<file path="config.mk">
export PLATFORM = sky130hd
export DESIGN_NAME = i2c_slave_rx
export DESIGN_NICKNAME = d
export VERILOG_FILES = /design/src/rtl/i2c_pkg.sv /design/src/rtl/i2c_sync_edge.sv /design/src/rtl/i2c_slave_rx.sv
export SDC_FILE = /design/constraint.sdc
export NUM_CORES = 1
export LEC_CHECK = 0
export BUFFER_PORTS_ARGS = -buffer_cell sky130_fd_sc_hd__buf_2
export CAP_MARGIN = 15
export CORE_UTILIZATION = 51
export DETAILED_ROUTE_END_ITERATION = 8
export PLACE_DENSITY_LB_ADDON = 0.1
export SLEW_MARGIN = 10
export SYNTH_ARGS = -nofsm -noshare
export SYNTH_HDL_FRONTEND = slang
export SYNTH_SLANG_ARGS = --single-unit
</file>
<file path="constraint.sdc">
create_clock -name clk -period 1.96 [get_ports clk]
set_clock_uncertainty 0.15 [all_clocks]
set_input_delay 0.098 -clock clk [delete_from_list [all_inputs] [get_ports clk]]
set_output_delay 0.098 -clock clk [all_outputs]
set_load 0.1 [all_outputs]
</file>
<file path="src/rtl/i2c_pkg.sv">
// rtl/i2c_pkg.sv - shared state encoding and ACK levels for the I2C slave
package i2c_pkg;
   typedef enum logic [2:0] {
      IDLE, ADDR, ADDR_ACK, RX, RX_ACK, TX, TX_ACK, IDLE_WAIT
   } state_t;

   localparam logic ACK  = 1'b0;
   localparam logic NACK = 1'b1;
endpackage

</file>
<file path="src/rtl/i2c_sync_edge.sv">
// rtl/i2c_sync_edge.sv - bus line synchronizer with single-clk rise/fall strobes
module i2c_sync_edge #(
   parameter int STAGES = 2
) (
   input  logic clk,
   input  logic rst_n,
   input  logic din,
   output logic level,
   output logic rise,
   output logic fall
);
   logic [STAGES-1:0] sync;
   logic              hist;

   // Preset high so an idle bus produces no edge when reset is released
   always_ff @(posedge clk or negedge rst_n) begin
      if (!rst_n) begin
         sync <= '1;
         hist <= 1'b1;
      end else begin
         sync <= {sync[STAGES-2:0], din};
         hist <= sync[STAGES-1];
      end
   end

   assign level = sync[STAGES-1];
   assign rise  = level & ~hist;
   assign fall  = ~level & hist;
endmodule

</file>
<file path="src/rtl/i2c_slave_rx.sv">
// rtl/i2c_slave_rx.sv - I2C target: START/STOP detect, address match, write receive, read serve
module i2c_slave_rx
   import i2c_pkg::*;
#(
   parameter logic [6:0] SLAVE_ADDR  = 7'h50,
   parameter int         SYNC_STAGES = 2
) (
   input  logic       clk,
   input  logic       rst_n,
   input  logic       scl_in,
   input  logic       sda_in,
   output logic       sda_oe,
   output logic [7:0] rx_data,
   output logic       rx_valid,
   input  logic [7:0] tx_data,
   output logic       tx_req,
   output logic       start_det,
   output logic       stop_det,
   output logic       busy
);
   logic scl, scl_rise, scl_fall, sda, sda_rise, sda_fall;
   logic start_c, stop_c;

   i2c_sync_edge #(.STAGES(SYNC_STAGES)) u_scl (
      .clk(clk), .rst_n(rst_n), .din(scl_in), .level(scl), .rise(scl_rise), .fall(scl_fall));
   i2c_sync_edge #(.STAGES(SYNC_STAGES)) u_sda (
      .clk(clk), .rst_n(rst_n), .din(sda_in), .level(sda), .rise(sda_rise), .fall(sda_fall));

   assign start_c = sda_fall & scl;
   assign stop_c  = sda_rise & scl;

   state_t     state, state_n;
   logic [2:0] bit_cnt, bit_cnt_n;
   logic [7:0] shift, shift_n, tx_shift, tx_shift_n, rx_data_n;
   logic       rw, rw_n, tx_last, tx_last_n;
   logic       sda_oe_n, rx_valid_n, tx_req_n, start_n, stop_n, busy_n;

   always_ff @(posedge clk or negedge rst_n) begin
      if (!rst_n) begin
         state     <= IDLE;
         bit_cnt   <= 3'd0;
         shift     <= 8'h00;
         tx_shift  <= 8'h00;
         rw        <= 1'b0;
         tx_last   <= 1'b0;
         sda_oe    <= 1'b0;
         rx_data   <= 8'h00;
         rx_valid  <= 1'b0;
         tx_req    <= 1'b0;
         start_det <= 1'b0;
         stop_det  <= 1'b0;
         busy      <= 1'b0;
      end else begin
         state     <= state_n;
         bit_cnt   <= bit_cnt_n;
         shift     <= shift_n;
         tx_shift  <= tx_shift_n;
         rw        <= rw_n;
         tx_last   <= tx_last_n;
         sda_oe    <= sda_oe_n;
         rx_data   <= rx_data_n;
         rx_valid  <= rx_valid_n;
         tx_req    <= tx_req_n;
         start_det <= start_n;
         stop_det  <= stop_n;
         busy      <= busy_n;
      end
   end

   always_comb begin
      state_n    = state;
      bit_cnt_n  = bit_cnt;
      shift_n    = shift;
      tx_shift_n = tx_shift;
      rw_n       = rw;
      tx_last_n  = tx_last;
      sda_oe_n   = sda_oe;
      rx_data_n  = rx_data;
      rx_valid_n = 1'b0;
      tx_req_n   = 1'b0;
      start_n    = 1'b0;
      stop_n     = 1'b0;
      busy_n     = busy;
      // Bus conditions preempt whatever bit the FSM was handling
      if (start_c) begin
         start_n   = 1'b1;
         state_n   = ADDR;
         bit_cnt_n = 3'd0;
         sda_oe_n  = 1'b0;
      end else if (stop_c) begin
         stop_n   = 1'b1;
         state_n  = IDLE;
         sda_oe_n = 1'b0;
         busy_n   = 1'b0;
      end else begin
         case (state)
            ADDR: if (scl_rise) begin
               shift_n   = {shift[6:0], sda};
               bit_cnt_n = bit_cnt + 3'd1;
               if (bit_cnt == 3'd7) begin
                  if (shift[6:0] == SLAVE_ADDR) begin
                     state_n = ADDR_ACK;
                     busy_n  = 1'b1;
                     rw_n    = sda;
                  end else begin
                     state_n = IDLE;
                     busy_n  = 1'b0;
                  end
               end
            end
            ADDR_ACK: begin
               if (scl_rise && rw && sda_oe) begin
                  tx_req_n   = 1'b1;
                  tx_shift_n = tx_data;
               end
               // First fall starts the ACK, second fall ends it
               if (scl_fall) begin
                  if (!sda_oe) begin
                     sda_oe_n = 1'b1;
                  end else if (rw) begin
                     sda_oe_n   = ~tx_shift[7];
                     tx_shift_n = {tx_shift[6:0], 1'b0};
                     bit_cnt_n  = 3'd1;
                     tx_last_n  = 1'b0;
                     state_n    = TX;
                  end else begin
                     sda_oe_n  = 1'b0;
                     bit_cnt_n = 3'd0;
                     state_n   = RX;
                  end
               end
            end
            RX: if (scl_rise) begin
               shift_n   = {shift[6:0], sda};
               bit_cnt_n = bit_cnt + 3'd1;
               if (bit_cnt == 3'd7) begin
                  rx_data_n  = {shift[6:0], sda};
                  rx_valid_n = 1'b1;
                  state_n    = RX_ACK;
               end
            end
            RX_ACK: if (scl_fall) begin
               if (!sda_oe) begin
                  sda_oe_n = 1'b1;
               end else begin
                  sda_oe_n  = 1'b0;
                  bit_cnt_n = 3'd0;
                  state_n   = RX;
               end
            end
            TX: if (scl_fall) begin
               if (tx_last) begin
                  sda_oe_n = 1'b0;
                  state_n  = TX_ACK;
               end else begin
                  sda_oe_n   = ~tx_shift[7];
                  tx_shift_n = {tx_shift[6:0], 1'b0};
                  bit_cnt_n  = bit_cnt + 3'd1;
                  tx_last_n  = (bit_cnt == 3'd7);
               end
            end
            TX_ACK: if (scl_rise) begin
               if (sda == NACK) begin
                  state_n = IDLE_WAIT;
               end else begin
                  tx_req_n   = 1'b1;
                  tx_shift_n = tx_data;
                  bit_cnt_n  = 3'd0;
                  tx_last_n  = 1'b0;
                  state_n    = TX;
               end
            end
            default: ;
         endcase
      end
   end
endmodule

</file>
=== Word-level counts from Yosys, hierarchy flattened ===
Index checks and enable logic that the tools add are counted.

* Add/subtract/negate cells: 1
* Multipliers: 0
* Divide/modulo/power cells: 0
* Order comparisons: 0
* Eq/ne operators: 36
* Shift operators: 0
* Multiplexer cells: 76
* Bitwise logic cells: 13
* Reduce and logical (&&, ||, !) cells: 19

{| class="wikitable"
|+ Operators with widths
! operator !! number
|-
| 3-bit 2-to-1 mux || 25
|-
| 8-bit 2-to-1 mux || 8
|-
| 4-bit inequality test, second input constant || 11
|-
| 1-bit 2-to-1 mux || 35
|-
| 3-bit inequality test, second input constant || 8
|-
| 8-bit one-hot mux with 3 select lines || 1
|-
| 3-bit one-hot mux with 6 select lines || 1
|-
| 2-bit inequality test, second input constant || 8
|-
| 3-bit one-hot mux with 5 select lines || 1
|-
| 3-bit == test, second input constant || 4
|-
| 12-bit AND reduction || 1
|-
| 4-bit AND reduction || 3
|-
| 11-bit AND reduction || 1
|-
| 9-bit AND reduction || 1
|-
| 8-bit nonzero test || 1
|-
| 7-bit == test, second input constant || 1
|-
| 1-bit inverter || 7
|-
| 7-bit AND reduction || 1
|-
| 1-bit bitwise AND || 6
|-
| 3-bit by 2-bit == test with 1-bit output, second input constant || 2
|-
| 1-bit one-hot mux with 3 select lines || 2
|-
| 6-bit AND reduction || 1
|-
| 2-bit nonzero test || 3
|-
| 6-bit nonzero test || 1
|-
| 10 further kinds || 12
|}

* Flip-flop bits (word level): 43
* Latch bits: 0
* Memory bits (writable): 0
* Bits in read-only memories: 0
* Bits of input ports: 12
* Output and inout port bits: 14
* Word-level logic and storage cells: 162
* Memories: 0

=== Logic depth before layout (Yosys ltp) ===
Gate-level depths: netlist of the first run.

* Word-level depth: 9
* Gate-level depth with buffers: 8
* Depth with buffers taken out: 7

=== Modules after synthesis ===
From an unflattened synthesis of the first run, not the netlist that was laid out.

* Cell total of the unflattened synthesis: 236
* Area, all modules: 2326.0 µm²

{| class="wikitable"
|+ Modules (own cells, without submodules)
! module !! times used !! cells an instance !! area an instance (µm²)
|-
| i2c_slave_rx || 1 || 226 || 2138.3
|-
| i2c_sync_edge || 2 || 5 || 93.8
|}

=== Least setup slack after synthesis of the first run ===
Ideal clock, no wire load.

* Kind: reg2reg
* Start point: register sda_oe
* End point: register state[0]
* Arrival time: 1.900 ns
* Required time: 1.666 ns
* Slack: -0.234 ns
* Stages on the path, launching flop included: 6
* Path buffers: 0
* Clock period less this slack: 2.194 ns
* Cells stage by stage: dfrtp_1 nand2_1 nor3_1 o41ai_2 a211oi_1 a21oi_1

* Word-level cells in the longest chain between the ends: 2
* Elaborated cells on any way between the ends: 3
* Those cells by class: eq/ne (2); reduce/logical (1)

{| class="wikitable"
|+ RTL lines
! element !! line !! text
|-
| from (decl) || i2c_slave_rx.sv:12 || <nowiki>output logic sda_oe,</nowiki>
|-
| from (signal assigned) || i2c_slave_rx.sv:60 || <nowiki>sda_oe <= sda_oe_n;</nowiki>
|-
| 4-bit inequality test (no line) || n/a ||
|-
| 12-bit AND reduction (no line) * || n/a ||
|-
| to (signal assigned) || i2c_slave_rx.sv:54 || <nowiki>state <= state_n;</nowiki>
|-
| to (decl) || i2c_slave_rx.sv:32 || <nowiki>state_t state, state_n;</nowiki>
|}

Mark *: on every way between the ends. The rest lies on a longest branch, timed or not.
A chain may end at the register's enable or synchronous reset.

=== Worst setup path after layout of the first run ===
* Start point: register u_scl.hist
* End point: register bit_cnt[1]

* Word-level cells in the longest chain between the ends: 4
* Elaborated cells on any way between the ends: 9
* Those cells by class: eq/ne (5); bitwise (3); reduce/logical (1)

{| class="wikitable"
|+ RTL lines
! element !! line !! text
|-
| from (decl) || i2c_sync_edge.sv:13 || <nowiki>logic hist;</nowiki>
|-
| from (signal assigned) || i2c_sync_edge.sv:22 || <nowiki>hist <= sync[STAGES-1];</nowiki>
|-
| 1-bit inverter || i2c_sync_edge.sv:27 || <nowiki>assign rise = level & ~hist;</nowiki>
|-
| 1-bit bitwise AND || i2c_sync_edge.sv:27 ||
|-
| 3-bit inequality test (no line) or 3-bit by 1-bit inequality test with 1-bit output (tied branches) || n/a ||
|-
| 11-bit AND reduction (no line) * || n/a ||
|-
| to (signal assigned) || i2c_slave_rx.sv:55 || <nowiki>bit_cnt <= bit_cnt_n;</nowiki>
|-
| to (decl) || i2c_slave_rx.sv:33 || <nowiki>logic [2:0] bit_cnt, bit_cnt_n;</nowiki>
|}

Marks and branches as above.

==> results of run 1 <==
[routing by layer]
layer	wire length, microns	GRT usage [%]	part of all wire (%)	vias to the layer above
met5	0	0	0	-
met4	42	10.87	0.90	0
met3	182	4.655	3.9	4
met2	2307	39.54	50	43
met1	2109	30.31	45	843
li1	-	-	-	825
[area by class of cell]
cell class,count,area share (%)
multi-input cells,136,37.00
well taps,48,2.220
clock buffers,6,2.683
clock inverters,2,1.388
flip-flops and latches,43,40.10
repair buffers,64,16.47
inverters,1,0.1388
[stage by stage]
stage	area [sq um]	power (uW)	util [%]	setup TNS [ps]	cells
after floorplan	2101	1229	-	-636.1	189
after global placement	2421	1322	63.74	-841.8	278
after detailed placement	2421	1343	63.74	-1451	278
after CTS	2698	2045	71.01	-1151	300
after global routing	2705	2119	71.21	-3429	300
final	2705	2026	71.21	-1344	300
[logic make-up (layout without fill, tap and decap cells)]
kind of cell,count (synthesis),after routing,synth area share [%]
flip-flops,43,43,52.01
XOR/XNOR,1,1,0.4205
buffers and inverters,10,73,2.102
multiplexers,19,19,10.09
AO/OA/AOI/OAI,53,53,18.62
AND/OR/NAND/NOR,61,61,15.56
adder cells (fa/ha/maj),2,2,1.201
[worst max-delay path, cell delays in order, from the launching register on]
cell and delay (ps):
dfstp_2 560, or4b_4 450, a32oi_1 180, o21ai_1 90, a221oi_2 270, and4_1 260, a22o_1 140
[power by group through the flow]
| stage | combinational [uW] | clock [uW] | sequential (uW) |
|---|---|---|---|
| final | 310 | 668 | 1050 |
| after CTS | 306 | 689 | 1050 |
| after floorplan | 183 | 0 | 1050 |
| after global routing | 342 | 718 | 1060 |
| after global placement | 265 | 0 | 1060 |
| after detailed placement | 275 | 0 | 1070 |
[state kept, by name, summed over array words and instances (netlist names)]
name,cells
tx_shift,8
shift,7
tx_last,1
stop_det,1
start_det,1
rx_data,8
busy,1
rw,1
u_sda.hist,1
u_scl.hist,1
state,3
rx_valid,1
u_sda.sync,2
tx_req,1
bit_cnt,3
sda_oe,1
u_scl.sync,2
[layout by cell type, fill, tap and decap left out, drive strengths merged, types with 2 or more instances in the layout]
cell / count
a21o: 2
a22oi: 8
nand2b: 4
nor3: 3
a211oi: 3
nand2: 13
buf: 53
dfstp: 6
nor2: 15
o22ai: 2
o21ai: 10
a22o: 4
a21oi: 7
dfrtp: 37
ha: 2
clkbuf: 6
nor2b: 7
mux2i: 3
a21boi: 2
nand3: 7
mux2: 16
nand3b: 2
o2bb2ai: 7
dlygate4sd3: 11
o21bai: 2
[worst min path at each step]
| stage | from | depth (start not counted) | to | slack, ps |
|---|---|---|---|---|
| floorplan | rst_n | 0 | bit_cnt[0]$_DFFE_PN0P_ | -350 |
| global placement | rst_n | 1 | start_det$_DFF_PN0_ | -160 |
| detailed placement | rst_n | 1 | bit_cnt[1]$_DFFE_PN0P_ | -160 |
| CTS | rst_n | 2 | state[2]$_DFFE_PN0P_ | 60 |
| global route | rst_n | 2 | state[2]$_DFFE_PN0P_ | 80 |
| finish | rst_n | 2 | state[2]$_DFFE_PN0P_ | 50 |
[timing repair]
item,CTS,global route
pin swaps,4,0
endpoints found under the hold margin,47,0
endpoints found under the setup margin,22,22
setup buffers,3,0
resized for setup,6,2
hold buffers,11,0
==> results.json, run 1 <==
{
  "status": "finished, violations left",
  "violations": "setup timing",
  "grt_usage_pct": 24.02,
  "yosysWarnings": 0,
  "clk_pin_slew_ps": 80,
  "yosysMostFrequentCell": "dfrtp_1",
  "clock_path_buffers": 2,
  "cts.sinks": 43,
  "clkLatencyLatePin_ps": 290,
  "ys.flop_type": "dfrtp_1",
  "die-area_sq_um": 4344,
  "io_pins": 26,
  "ys_seq_area_share_pct": 52.01,
  "endpoint": "bit_cnt[1]$_DFFE_PN0P_",
  "synth_top_area_share_pct": 44.44,
  "switchingPower_uw": 517.1,
  "synth.net_count": 203,
  "yosys-top-cells-area": "dfrtp_1 44%, dfstp_2 7.6%, mux2_1 6.5%",
  "clock.fmax_mhz": 458.6,
  "powerDensity_nw_per_um2": 749.1,
  "synth_commonest_cells": "37 x dfrtp_1, 14 x nor2_1, 13 x nand2_1",
  "wire_per_inst_microns": 15.47,
  "drv_slew": 0,
  "period_needed_ps": 2181,
  "area_growth_pct": 29.85,
  "die_x_microns": 65.91,
  "hpwl_microns": 3259,
  "final_nets": 265,
  "cts-root-buf": "clkbuf_8",
  "n_fill_cell": 277,
  "via_per_inst": 5.717,
  "port-buffer-count": 25,
  "synth.distinct_cells": 46,
  "antenna_found_initial": 0,
  "register_area_sq_um": 1085,
  "synth_area_per_cell_sq_um": 11.02,
  "cts_tree": "done",
  "initialDrtViolationCount": 123,
  "path_max_fanout": 5,
  "worstMarginPinSlew_ps": 582.4,
  "p_comb_share_pct": 15.3,
  "syn_inst": 189,
  "internal_power_uw": 1509,
  "clkPwrFrac_pct": 33.0,
  "cp.required_ps": 2040,
  "start_kind": "flip-flop",
  "gp_congestion": 0.8570,
  "reg2reg_slack_ps": -220,
  "seqPwrFrac_pct": 51.8,
  "drtAntennaViolNets": 0,
  "synth_async_sr_flop_share_pct": 100.0,
  "rows": 22,
  "relSlewSlack_pct": 61.09,
  "end_kind": "flip-flop",
  "holdWs_ps": 52.91,
  "peakVddDrop_uv": 515.4,
  "switching_share_pct": 25.52,
  "start_util_pct": 54.84,
  "worst-r2r-cell-count": 6,
  "core_sq_um": 3799,
  "die_y_microns": 65.91,
  "first_pass_iters": 4,
  "numCtsBuffers": 5,
  "synthesis.area_sq_um": 2083,
  "r2r-end": "bit_cnt[1]$_DFFE_PN0P_",
  "antennaDiodeCount": 0,
  "routed_wl_microns": 4642,
  "grt_overflow": 0,
  "synth-edff-count": 0,
  "drc": 0,
  "arrival_ps": 2260,
  "leakage_uw": 0.001336,
  "setup_viol": 18,
  "ys_seq_elements": 43,
  "r2r-start": "u_scl.hist$_DFF_PN1_",
  "num_vias": 1715,
  "min_path_type": "input port to async pin",
  "critical_path.startpoint": "u_scl.hist$_DFF_PN1_",
  "layout-drive-gt1-share_pct": 32.54,
  "drv_cap": 0,
  "rsz0062_at_grt": "yes",
  "setup_ws_ps": -220.6,
  "hold_violations": 0,
  "h-tree-depth": 2,
  "critPathKind": "flip-flop to flip-flop",
  "grt_max_degree": 21,
  "timing.final.crit_share_pct": 111.3,
  "grt_pass1_vias": 1658,
  "preCtsSetupSlack_ps": -211.9,
  "multi_input_area_sq_um": 1001,
  "grt_pass1_wl_microns": 7672,
  "synth_top_area_cell": "dfrtp_1"
}
Note: power is estimated with default switching activity, not from simulation.
==> run 2, diff against run 1 <==
- PLACE_DENSITY: default -> 0.74
- PLACE_DENSITY_LB_ADDON: 0.1 -> default
==> results.json, run 2 (synthesis gave the netlist of run 1 again) <==
{
  "cp.depth": 6,
  "period_needed_ps": 2130,
  "place_inst": 279,
  "worst-path-buf-inv": 0,
  "antenna_found_initial": 0,
  "leakage_uw": 0.001369,
  "power_uw": 2062,
  "setup_viol": 20,
  "clkLatencyLatePin_ps": 290,
  "cp.required_ps": 2050,
  "cts_tree": "done",
  "setup_ws_ps": -169.8,
  "crit_chain": "or4b_1 -> a32oi_1 -> o21ai_1 -> a221oi_2 -> and4_1 -> a22o_1",
  "gp_congestion": 0.8545,
  "drtAntennaViolNets": 0,
  "top_regs": "rx_data (8), tx_shift (8), shift (7)",
  "clock.fmax_mhz": 469.5,
  "die_y_microns": 65.91,
  "worstMarginPinSlew_ps": 757.9,
  "n_fill_cell": 249,
  "critical_path.startpoint": "u_scl.hist$_DFF_PN1_",
  "initialDrtViolationCount": 175,
  "die-area_sq_um": 4344,
  "start_util_pct": 54.84,
  "preCtsSetupSlack_ps": -186.0,
  "cts-root-buf": "clkbuf_8",
  "endpoint": "bit_cnt[1]$_DFFE_PN0P_",
  "drv_slew": 0,
  "drv_cap": 0,
  "rsz0062_at_grt": "yes",
  "peakVddDrop_uv": 737.0,
  "hold_violations": 0,
  "min_path_type": "input port to flip-flop",
  "r2r-start": "u_scl.hist$_DFF_PN1_",
  "wire_per_inst_microns": 18.46,
  "io_pins": 26,
  "grt_usage_pct": 26.34,
  "routed_wl_microns": 5613,
  "core_sq_um": 3799,
  "holdWs_ps": 19.39,
  "layout_commonest_cell": "dfrtp_1",
  "h-tree-depth": 2,
  "relSlewSlack_pct": 49.48,
  "final_nets": 269,
  "rows": 22,
  "grt_max_degree": 36,
  "num_vias": 1801,
  "first_pass_iters": 5,
  "reg2reg_slack_ps": -170,
  "antennaDiodeCount": 0,
  "clock_path_buffers": 2,
  "cts.sinks": 43,
  "status": "finished, violations left",
  "timing.final.crit_share_pct": 108.7,
  "die_x_microns": 65.91,
  "layoutNonFillerInstCount": 304,
  "port-buffer-count": 25,
  "layout-drive-gt1-share_pct": 39.84,
  "crit_path_top_delay_cell": "dfstp_2",
  "crit_family": "compound AO/OA/AOI/OAI gates",
  "setup_tns_ps": -983.3,
  "start_kind": "flip-flop",
  "grt_pass1_vias": 1733,
  "numCtsBuffers": 5,
  "violations": "setup timing",
  "register_area_sq_um": 1086,
  "critPathKind": "flip-flop to flip-flop",
  "grt_pass1_wl_microns": 8535,
  "slowest_delay_ps": 540,
  "worst-r2r-cell-count": 6,
  "r2r-end": "bit_cnt[1]$_DFFE_PN0P_",
  "grt_overflow": 0,
  "area_growth_pct": 36.88,
  "drc": 0,
  "multi_input_area_sq_um": 1102,
  "end_kind": "flip-flop",
  "via_per_inst": 5.924,
  "clk_pin_slew_ps": 80,
  "hpwl_microns": 3428,
  "path_max_fanout": 3,
  "arrival_ps": 2220,
  "powerDensity_nw_per_um2": 723.1,
  "final_cell_mix": "35 x dfrtp_1, 31 x buf_4, 25 x buf_2"
}
## run 2: repair_timing
item / in CTS / in global routing
gates resized for setup: 14 / 15
endpoints found under the hold margin: 35 / 1
buffers inserted: 4 / 4
pin swaps: 7 / 5
endpoints found under the setup margin: 23 / 23
hold buffers: 9 / 1
## run 2: final cells by class
type / instances / area share [%]
repair buffers: 68 / 17.16
clock inverters: 2 / 1.316
inverters: 1 / 0.1316
flip-flops and latches: 43 / 38.09
clock buffers: 6 / 2.545
multi-input cells: 136 / 38.66
well taps: 48 / 2.106
## run 2: worst min-delay path, delay by kind of cell
kind | cells | cell delay (ps)
AOI/OAI and AO/OA | 2 | 240
buffers and inverters | 1 | 80
## run 2: worst min-delay path by stage
stage	start	to	depth (start not counted)
global route	tx_data[2]	tx_shift[2]$_DFFE_PN0P_	3
detailed placement	rst_n	bit_cnt[0]$_DFFE_PN0P_	1
finish	tx_data[2]	tx_shift[2]$_DFFE_PN0P_	3
global placement	rst_n	bit_cnt[2]$_DFFE_PN0P_	1
floorplan	rst_n	bit_cnt[0]$_DFFE_PN0P_	0
CTS	tx_data[2]	tx_shift[2]$_DFFE_PN0P_	3
## run 2: metrics by stage
stage	area, sq um	util (%)
3_3_place_gp	2429	63.93
4_1_cts	2738	72.07
2_1_floorplan	2101	-
5_1_grt	2851	75.07
3_5_place_dp	2429	63.93
6_report	2851	75.07
## run 2: metal layers
| metal | global-route usage [%] | up-vias | routed length [microns] |
|---|---|---|---|
| met2 | 43.37 | 48 | 2974 |
| met3 | 5.172 | 7 | 249 |
| met1 | 34.91 | 910 | 2344 |
| met5 | 0 | - | 0 |
| li1 | - | 836 | - |
| met4 | 7.880 | 0 | 45 |
## run 2: report_power, final
group	switching (uW)	internal (uW)	leakage [uW]	total, uW
combinational	160	162	0.000751	322
clock	309	380	0.0000514	690
sequential	79.7	971	0.000567	1050
total	549	1510	0.00137	2060
